===== config.mk =====
export PLATFORM = sky130hd
export DESIGN_NAME = calc_driver
export DESIGN_NICKNAME = d
export VERILOG_FILES = /design/src/rtl/calc_pkg.sv /design/src/rtl/calc_rsp_fifo.sv /design/src/rtl/calc_driver.sv
export SDC_FILE = /design/constraint.sdc
export NUM_CORES = 1
export LEC_CHECK = 0
export BUFFER_PORTS_ARGS = -buffer_cell sky130_fd_sc_hd__buf_2
export CAP_MARGIN = 20
export CORE_ASPECT_RATIO = 0.6
export CORE_MARGIN = 8
export CORE_UTILIZATION = 50
export DETAILED_ROUTE_END_ITERATION = 12
export GPL_ROUTABILITY_DRIVEN = 0
export PLACE_DENSITY = 0.79
export SYNTH_ARGS = -nofsm -noshare
export SYNTH_HDL_FRONTEND = slang
export SYNTH_SLANG_ARGS = --single-unit

===== constraint.sdc =====
create_clock -name clk -period 3.12 [get_ports clk]
set_clock_uncertainty 0.2 [all_clocks]
set_input_delay 0.624 -clock clk [delete_from_list [all_inputs] [get_ports clk]]
set_output_delay 0.624 -clock clk [all_outputs]
set_load 0.02 [all_outputs]

===== src/rtl/calc_pkg.sv =====
// Shared types and widths for the calculator driver and its response FIFO.
package calc_pkg;
   localparam int OPND_W = 8;
   localparam int RES_W  = 16;
   localparam int TAG_W  = 4;

   typedef enum logic [1:0] {
      OP_ADD = 2'b00,
      OP_SUB = 2'b01,
      OP_MUL = 2'b10,
      OP_DIV = 2'b11
   } calc_op_e;

   typedef enum logic {
      RUN   = 1'b0,
      DRAIN = 1'b1
   } drv_state_e;

   typedef struct packed {
      logic signed [RES_W-1:0] result;
      logic [TAG_W-1:0]        tag;
      logic                    dbz;
   } calc_rsp_t;

   // One issue slot travelling alongside the calculator pipeline.
   typedef struct packed {
      logic             valid;
      logic [TAG_W-1:0] tag;
      logic             dbz;
   } calc_trk_t;
endpackage


===== src/rtl/calc_rsp_fifo.sv =====
// First-word-fall-through response FIFO; head entry is visible while not empty.
module calc_rsp_fifo
   import calc_pkg::*;
#(
   parameter int DEPTH = 8
) (
   input  logic                       clk,
   input  logic                       rst_n,
   input  logic                       wr_en_i,
   input  calc_rsp_t                  wr_data_i,
   input  logic                       rd_en_i,
   output calc_rsp_t                  rd_data_o,
   output logic                       empty_o,
   output logic [$clog2(DEPTH):0]     count_o
);
   localparam int AW = $clog2(DEPTH);
   localparam int CW = AW + 1;

   calc_rsp_t     mem_q [DEPTH];
   logic [AW-1:0] wr_ptr_q;
   logic [AW-1:0] rd_ptr_q;
   logic [CW-1:0] count_q;
   logic          do_wr;
   logic          do_rd;

   assign empty_o = (count_q == '0);
   assign do_rd   = rd_en_i && !empty_o;
   assign do_wr   = wr_en_i && (count_q != CW'(DEPTH));

   always_ff @(posedge clk) begin
      if (do_wr) begin
         mem_q[wr_ptr_q] <= wr_data_i;
      end
   end

   always_ff @(posedge clk or negedge rst_n) begin
      if (!rst_n) begin
         wr_ptr_q <= '0;
         rd_ptr_q <= '0;
         count_q  <= '0;
      end else begin
         if (do_wr) wr_ptr_q <= wr_ptr_q + AW'(1);
         if (do_rd) rd_ptr_q <= rd_ptr_q + AW'(1);
         case ({do_wr, do_rd})
            2'b10:   count_q <= count_q + CW'(1);
            2'b01:   count_q <= count_q - CW'(1);
            default: count_q <= count_q;
         endcase
      end
   end

   // Storage is not reset, so the head is masked to zero while empty.
   assign rd_data_o = empty_o ? '0 : mem_q[rd_ptr_q];
   assign count_o   = count_q;
endmodule


===== src/rtl/calc_driver.sv =====
// Issues requests to a fixed-latency calculator, tracks slots in flight and
// buffers results in a credit-protected FIFO, with a flush/drain mode.
module calc_driver
   import calc_pkg::*;
#(
   parameter int FIFO_DEPTH   = 8,
   parameter int CALC_LATENCY = 2
) (
   input  logic                     clk,
   input  logic                     rst_n,
   input  logic                     req_valid,
   output logic                     req_ready,
   input  logic [1:0]               req_op,
   input  logic signed [OPND_W-1:0] req_a,
   input  logic signed [OPND_W-1:0] req_b,
   input  logic [TAG_W-1:0]         req_tag,
   output logic [1:0]               calc_function_out,
   output logic [OPND_W-1:0]        calc_a_out,
   output logic [OPND_W-1:0]        calc_b_out,
   input  logic signed [RES_W-1:0]  calc_result_in,
   output logic                     rsp_valid,
   input  logic                     rsp_ready,
   output logic signed [RES_W-1:0]  rsp_result,
   output logic [TAG_W-1:0]         rsp_tag,
   output logic                     rsp_dbz,
   input  logic                     flush,
   output logic                     busy
);
   localparam int TD = CALC_LATENCY + 1;
   localparam int CW = $clog2(FIFO_DEPTH) + 1;

   drv_state_e        state_q, state_d;
   calc_trk_t         trk_q [TD];
   logic [1:0]        fn_q;
   logic [OPND_W-1:0] a_q, b_q;
   logic [31:0]       inflight_count;
   logic [CW-1:0]     fifo_count;
   logic              fifo_empty;
   logic              credit_ok;
   logic              accept;
   logic              req_dbz;
   calc_rsp_t         cap_data;
   calc_rsp_t         head;

   always_comb begin
      inflight_count = '0;
      for (int i = 0; i < TD; i++) begin
         inflight_count = inflight_count + 32'(trk_q[i].valid);
      end
   end

   // Credit covers both buffered and in-flight work; a same-cycle pop is ignored.
   assign credit_ok = (32'(fifo_count) + inflight_count) < 32'(FIFO_DEPTH);
   assign req_ready = rst_n && (state_q == RUN) && !flush && credit_ok;
   assign accept    = req_valid && req_ready;
   assign req_dbz   = (calc_op_e'(req_op) == OP_DIV) && (req_b == '0);
   assign busy      = (inflight_count != '0) || (fifo_count != '0);

   always_comb begin
      state_d = state_q;
      case (state_q)
         RUN:     if (flush) state_d = DRAIN;
         DRAIN:   if ((inflight_count == '0) && fifo_empty) state_d = RUN;
         default: state_d = RUN;
      endcase
   end

   always_ff @(posedge clk or negedge rst_n) begin
      if (!rst_n) begin
         state_q <= RUN;
         fn_q    <= '0;
         a_q     <= '0;
         b_q     <= '0;
         for (int i = 0; i < TD; i++) begin
            trk_q[i] <= '0;
         end
      end else begin
         state_q  <= state_d;
         fn_q     <= accept ? req_op : 2'b00;
         a_q      <= accept ? req_a  : '0;
         b_q      <= accept ? req_b  : '0;
         trk_q[0] <= '{valid: accept, tag: (accept ? req_tag : '0), dbz: (accept && req_dbz)};
         for (int i = 1; i < TD; i++) begin
            trk_q[i] <= trk_q[i-1];
         end
      end
   end

   assign calc_function_out = fn_q;
   assign calc_a_out        = a_q;
   assign calc_b_out        = b_q;

   // The last tracking stage lines up with the calculator output.
   assign cap_data = '{result: calc_result_in, tag: trk_q[TD-1].tag, dbz: trk_q[TD-1].dbz};

   calc_rsp_fifo #(
      .DEPTH (FIFO_DEPTH)
   ) u_rsp_fifo (
      .clk       (clk),
      .rst_n     (rst_n),
      .wr_en_i   (trk_q[TD-1].valid),
      .wr_data_i (cap_data),
      .rd_en_i   (rsp_valid && rsp_ready),
      .rd_data_o (head),
      .empty_o   (fifo_empty),
      .count_o   (fifo_count)
   );

   assign rsp_valid  = !fifo_empty;
   assign rsp_result = head.result;
   assign rsp_tag    = head.tag;
   assign rsp_dbz    = head.dbz;
endmodule


# ---- After elaboration in Yosys (flattened, before gate mapping)
# Memories as Yosys holds them, arrays and structs flattened.
# Index checks and enable logic that the tools add are counted.
dict set report totals {
  ff_bits 47
  ram_bits 168
  inputBits 43
  out_inout_bits 42
  elab_cells 60
  memories 1
}
# memory words word_bits read_ports rd_clocked_by_memory_dff wr line
set memory_table {}
lappend memory_table {u_rsp_fifo.mem_q 8 21 1 0 1 calc_rsp_fifo.sv:19} ;# calc_rsp_t mem_q [DEPTH];
dict set report op_classes {
  n_addsub 7
  n_lt_le_gt_ge 1
  eq_ne 4
  n_mux 11
  bitwise 1
  reduce_logical 19
}
# operator n
set op_table {}
lappend op_table {{32-bit logical NOT} 1}
lappend op_table {{32-bit nonzero test} 1}
lappend op_table {{21-bit 2-to-1 mux} 1}
lappend op_table {{8-bit 2-to-1 mux} 2}
lappend op_table {{1-bit logical AND} 10}
lappend op_table {{8-bit logical NOT} 1}
lappend op_table {{4-bit case mux with 2 select lines} 1}
lappend op_table {{3-bit by 1-bit adder with 3-bit output (second input constant)} 2}
lappend op_table {{4-bit by 3-bit adder with 5-bit output} 1}
lappend op_table {{5-bit by 4-bit less-than comparator with 1-bit output (second input constant)} 1}
lappend op_table {{4-bit by 1-bit adder with 4-bit output (second input constant)} 1}
lappend op_table {{2-bit == test (second input constant)} 2}
lappend op_table {{4-bit logical NOT} 1}
lappend op_table {{1-bit 2-to-1 mux} 4}
lappend op_table {{4-bit 2-to-1 mux} 1}
lappend op_table {{4-bit != test (second input constant)} 1}
lappend op_table {{4-bit nonzero test} 1}
lappend op_table {{4-bit by 1-bit subtractor with 4-bit output (second input constant)} 1}
lappend op_table {{2-bit by 1-bit adder with 3-bit output} 1}
lappend op_table {{1-bit by 1-bit adder with 2-bit output} 1}
lappend op_table {{2-bit by 1-bit == test with 1-bit output (second input constant)} 1}
lappend op_table {{1-bit logical NOT} 2}
lappend op_table {{2-bit 2-to-1 mux} 1}
lappend op_table {{1-bit case mux with 2 select lines} 1}
lappend op_table {{3 further kinds} 3}

# ---- Longest topological paths before layout
dict set report logic_depth {
  word_depth 7
  depth_mapped 9
  depth_no_buf 8
}

# ---- Modules after synthesis
# Synthesis repeated with hierarchy kept, for this count alone.
dict set report unflattened {
  cells_unflattened 390
  hier_area_um2 8166.6
}
# module n_inst cells_each area_per_inst_um2 seq_area_each_um2
set by_module_without_submodules {}
lappend by_module_without_submodules {calc_rsp_fifo 1 309 6904.1 5295.1}
lappend by_module_without_submodules {calc_driver 1 81 1262.5 925.9}

# ---- Least setup slack after synthesis
# No wires, ideal clock.
dict set report synth_timing {
  path_kind {register to register}
  from {reg u_rsp_fifo.count_q[3] (netlist: u_rsp_fifo.count_o[3])}
  to {mem u_rsp_fifo.mem_q[0][0] (netlist bit), enable pin}
  setup_time_ns 0.452
  t_arrival_ns 2.776
  required_time_ns 2.468
  path_slack_ns -0.308
  stages_incl_launch_ff 4
  n_path_buf 0
  period_less_slack_ns 3.428
  path_cell_list {dfrtp_1 or4b_2 nand2_2 nor4_1}
}
dict set report synth_via {
  elab_chain_len 4
}
# item line
set synth_lines {}
lappend synth_lines {{from (decl)} calc_rsp_fifo.sv:22} ;# logic [CW-1:0] count_q;
lappend synth_lines {{from (signal assigned)} calc_rsp_fifo.sv:45} ;# 2'b10: count_q <= count_q + CW'(1);
lappend synth_lines {{from (signal assigned)} calc_rsp_fifo.sv:46} ;# 2'b01: count_q <= count_q - CW'(1);
lappend synth_lines {{from (signal assigned)} calc_rsp_fifo.sv:47} ;# default: count_q <= count_q;
lappend synth_lines {{4-bit != test} calc_rsp_fifo.sv:28} ;# assign do_wr = wr_en_i && (count_q != CW'(DEPTH));
lappend synth_lines {{1-bit logical AND} calc_rsp_fifo.sv:28}
lappend synth_lines {{1-bit 2-to-1 mux} calc_rsp_fifo.sv:31} ;# if (do_wr) begin
lappend synth_lines {{1-bit 2-to-1 mux (not written as such)} calc_rsp_fifo.sv:32} ;# mem_q[wr_ptr_q] <= wr_data_i;
lappend synth_lines {{to (decl)} calc_rsp_fifo.sv:19}
# Every way passes these cells.

# ---- Final worst setup path
dict set report layout_timing {
  from {reg u_rsp_fifo.count_q[3] (netlist: u_rsp_fifo.count_o[3])}
  to {out rsp_result[11]}
}
dict set report layout_via {
  elab_chain_len 2
}
# item line
set layout_lines {}
lappend layout_lines {{4-bit logical NOT} calc_rsp_fifo.sv:26} ;# assign empty_o = (count_q == '0);
lappend layout_lines {{21-bit 2-to-1 mux} calc_rsp_fifo.sv:53} ;# assign rd_data_o = empty_o ? '0 : mem_q[rd_ptr_q];
lappend layout_lines {{to (decl)} calc_driver.sv:23} ;# output logic signed [RES_W-1:0] rsp_result,
# Every way passes these cells.

==> run summary <==
status = finished, final reports clean
unrepaired setup endpoints after global routing = yes
CORE AREA = 0.0160 mm²
initial antenna violation count = 0
Power, Total = 8.27 mW
Root Driver = clkbuf_16
top_reg_cell synth = edfxtp_1
final core occ = 60.7%
clk sinks = 215
post-route minimum period = 3080 ps
Critical Path Start Type = flip-flop
Initial Util = 50.5%
Synth area leaders = edfxtp_1 (62%), dfrtp_1 (15%), mux4_2 (12%)
gr ovfl total = 0
switching power = 2.33 mW
Diodes inserted = 0
Switching Share = 28.2%
routed vias/inst = 5.62
internal power = 5.94 mW
design area = 0.00973 mm²
Yosys reg bits = 215
DRT iter0 DRCs = 291
Mapped Area = 0.00809 mm²
DIE AREA = 0.0206 mm²
Arrival @ worst endpoint = 2250 ps
RR Endpoint = u_rsp_fifo.count_o[3]
CP Max Fanout = 21
routed wire length = 15600 µm
Avg WL per Cell = 21.7 µm
Post-Synthesis Cells = 386
post-layout net count = 546
Post-Syn Nets = 437
post-synthesis async set-or-reset flop share = 21.9%
post-synth top area share = 62.4%
Leak = 3.76 nW
CTS tree = built
Synth Area per Inst = 21.0 µm²
Clk pwr share = 32.1%
fmax = 0.325 GHz
# fillers = 1115
setup_tns = 0 ps
Comb pwr share = 28.5%
placed cell areas = 0.00894 mm²
vias in the first global route = 4493
Post-DP HPWL = 9570 µm
overall via count from detail_route = 4029
H-tree levels = 1
io pins = 85
Peak VDD IR = 0.538 mV
drt pass-1 iters = 4
Die H = 115 µm
most frequent cell after synthesis = edfxtp_1
Post-synth EDFFs = 168
CTS Hold Bufs = 0
FF-to-FF Start = u_rsp_fifo.count_o[3]
CTS Buf Count = 20
first-pass GRT wire length = 24700 µm
# rows = 36
Power Dens Cells = 850 mW/mm²
final-report max-slew violation count = 0
chip width = 180 µm
Total Routing Usage GR = 15.6%
max-cap viol count = 0
share of the clock period used by the worst path = 98.6%
Seq/Total Area, Yosys = 76.9%
slew margin rel. = 51.2%
Final ANT Viol Nets = 0
# setup viols final = 0
drc violations = 0
worst reg2reg path depth = 8
clk slew on worst S/H paths = 70 ps
Setup CP Type = flip-flop to output pin
clk_lat worst skew = 480 ps
class of the worst hold path = input port to asynchronous set/reset pin
crit path capture type = output pin
number of port buffers = 84
layout cell share with drive strength beyond 1 = 39.6%
CP Data Required Time = 2300 ps
clk buf depth = 3
actual slew at the worst max-slew pin = 728 ps
reg-to-reg slack, setup = 90 ps
final hold violations = 0
pin count of the biggest net entering global routing = 48
Synth cell types = 37
cell taking the most area after synthesis = edfxtp_1
sequential share of power = 39.5%
synth-to-layout area growth = 20.3%
Commonest cells post-synth = edfxtp_1 (168), dfrtp_1 (47), mux4_2 (42), and3_1 (22), a22o_1 (21)
Yosys warnings = 0
==> what timing repair did <==
action / CTS / global route
pin swaps: 0 / 2
endpoints found under the hold margin: 0 / 0
buffers inserted: 3 / 0
resized for setup: 5 / 5
setup endpoints to repair: 22 / 16
gates cloned: 0 / 0
==> metal layers <==
layer  wire length, µm  vias up  global-route usage [%]
li1                  -     1795                       -
met1              6180     2039                    19.8
met2              7610      172                    25.9
met3              1510       23                    4.66
met4               276        0                    4.11
met5                 0        -                       0
==> state kept, by name (all words and copies together) (netlist names) <==
name                 flops
calc_b_out               8
trk_q                   13
u_rsp_fifo.mem_q       168
calc_function_out        2
state_q                  1
u_rsp_fifo.wr_ptr_q      3
cap_data                 5
calc_a_out               8
u_rsp_fifo.rd_ptr_q      3
u_rsp_fifo.count_o       4
==> worst max-delay path, cell delays in order (launching register included) <==
cell and delay, ps:
dfrtp_1 400, or4_4 590, and2_4 190, buf_12 150, a22o_1 260, buf_2 170
==> power by group through the flow <==
stage               clock network, mW  logic (mW)  registers, mW
floorplan                           0        1.60           3.30
global placement                    0        2.25           3.31
detailed placement                  0        2.30           3.32
CTS                              2.71        2.37           3.26
global route                     2.82        2.55           3.27
finish                           2.65        2.35           3.26
==> layout by cell type (no fill, tap or decap), types with 3 or more instances in the layout <==
cell type  count
dfrtp_1       46
bufinv_16      5
clkinv_1       3
clkbuf_16     21
and3_1        22
nor3_2         4
edfxtp_1     168
nor3b_1        3
a22o_1        21
nor2_2         3
mux2_2         4
xnor2_1        5
nand2_1        3
clkbuf_1       3
mux4_2        42
buf_2         83
inv_1          5
nand3_1        5
buf_4         18
buf_12         6
ha_1           6
==> worst max-delay path by stage <==
stage | startpoint | end | slack [ps] | cells after the start
after global placement | u_rsp_fifo.count_o[2] | u_rsp_fifo.count_o[3] | 140 | 8
after global routing | u_rsp_fifo.count_o[3] | u_rsp_fifo.count_o[3] | -20 | 8
after detailed placement | u_rsp_fifo.count_o[2] | u_rsp_fifo.count_o[3] | 10 | 8
after floorplan | u_rsp_fifo.count_o[2] | u_rsp_fifo.count_o[3] | 50 | 9
final | u_rsp_fifo.count_o[3] | rsp_result[11] | 40 | 5
after CTS | trk_q[5] | req_ready | 10 | 5
==> logic make-up (layout without fill, tap and decap cells) <==
kind of cell	after synthesis	after routing	synth area share (%)
AO/OA/AOI/OAI	29	29	3.02
XOR/XNOR	6	6	0.650
adder cells (fa/ha/maj)	8	8	1.42
buffers and inverters	25	147	1.31
flip-flops	215	215	76.9
multiplexers	47	47	12.4
AND/OR/NAND/NOR	56	56	4.33
==> layout make-up <==
class                           count  area (µm²)  share of cell area (%)
Clock buffer                       25         551                    5.66
Clock inverter                     10         176                    1.81
Inverter                            5        18.8                   0.193
Multi-Input combinational cell    146        1830                    18.8
Sequential cell                   215        6220                    64.0
Tap cell                          209         262                    2.69
Timing Repair Buffer              107         671                    6.89
==> stage by stage <==
step,worst slack [ps],cells,hold slack (ps)
4_1_cts,14.2,717,53.1
3_5_place_dp,10.5,679,136
6_report,42.2,717,50.2
5_1_grt,-17.2,717,87.5
2_1_floorplan,53.2,386,128
3_3_place_gp,136,679,133
(Power assumes the default switching activity.)
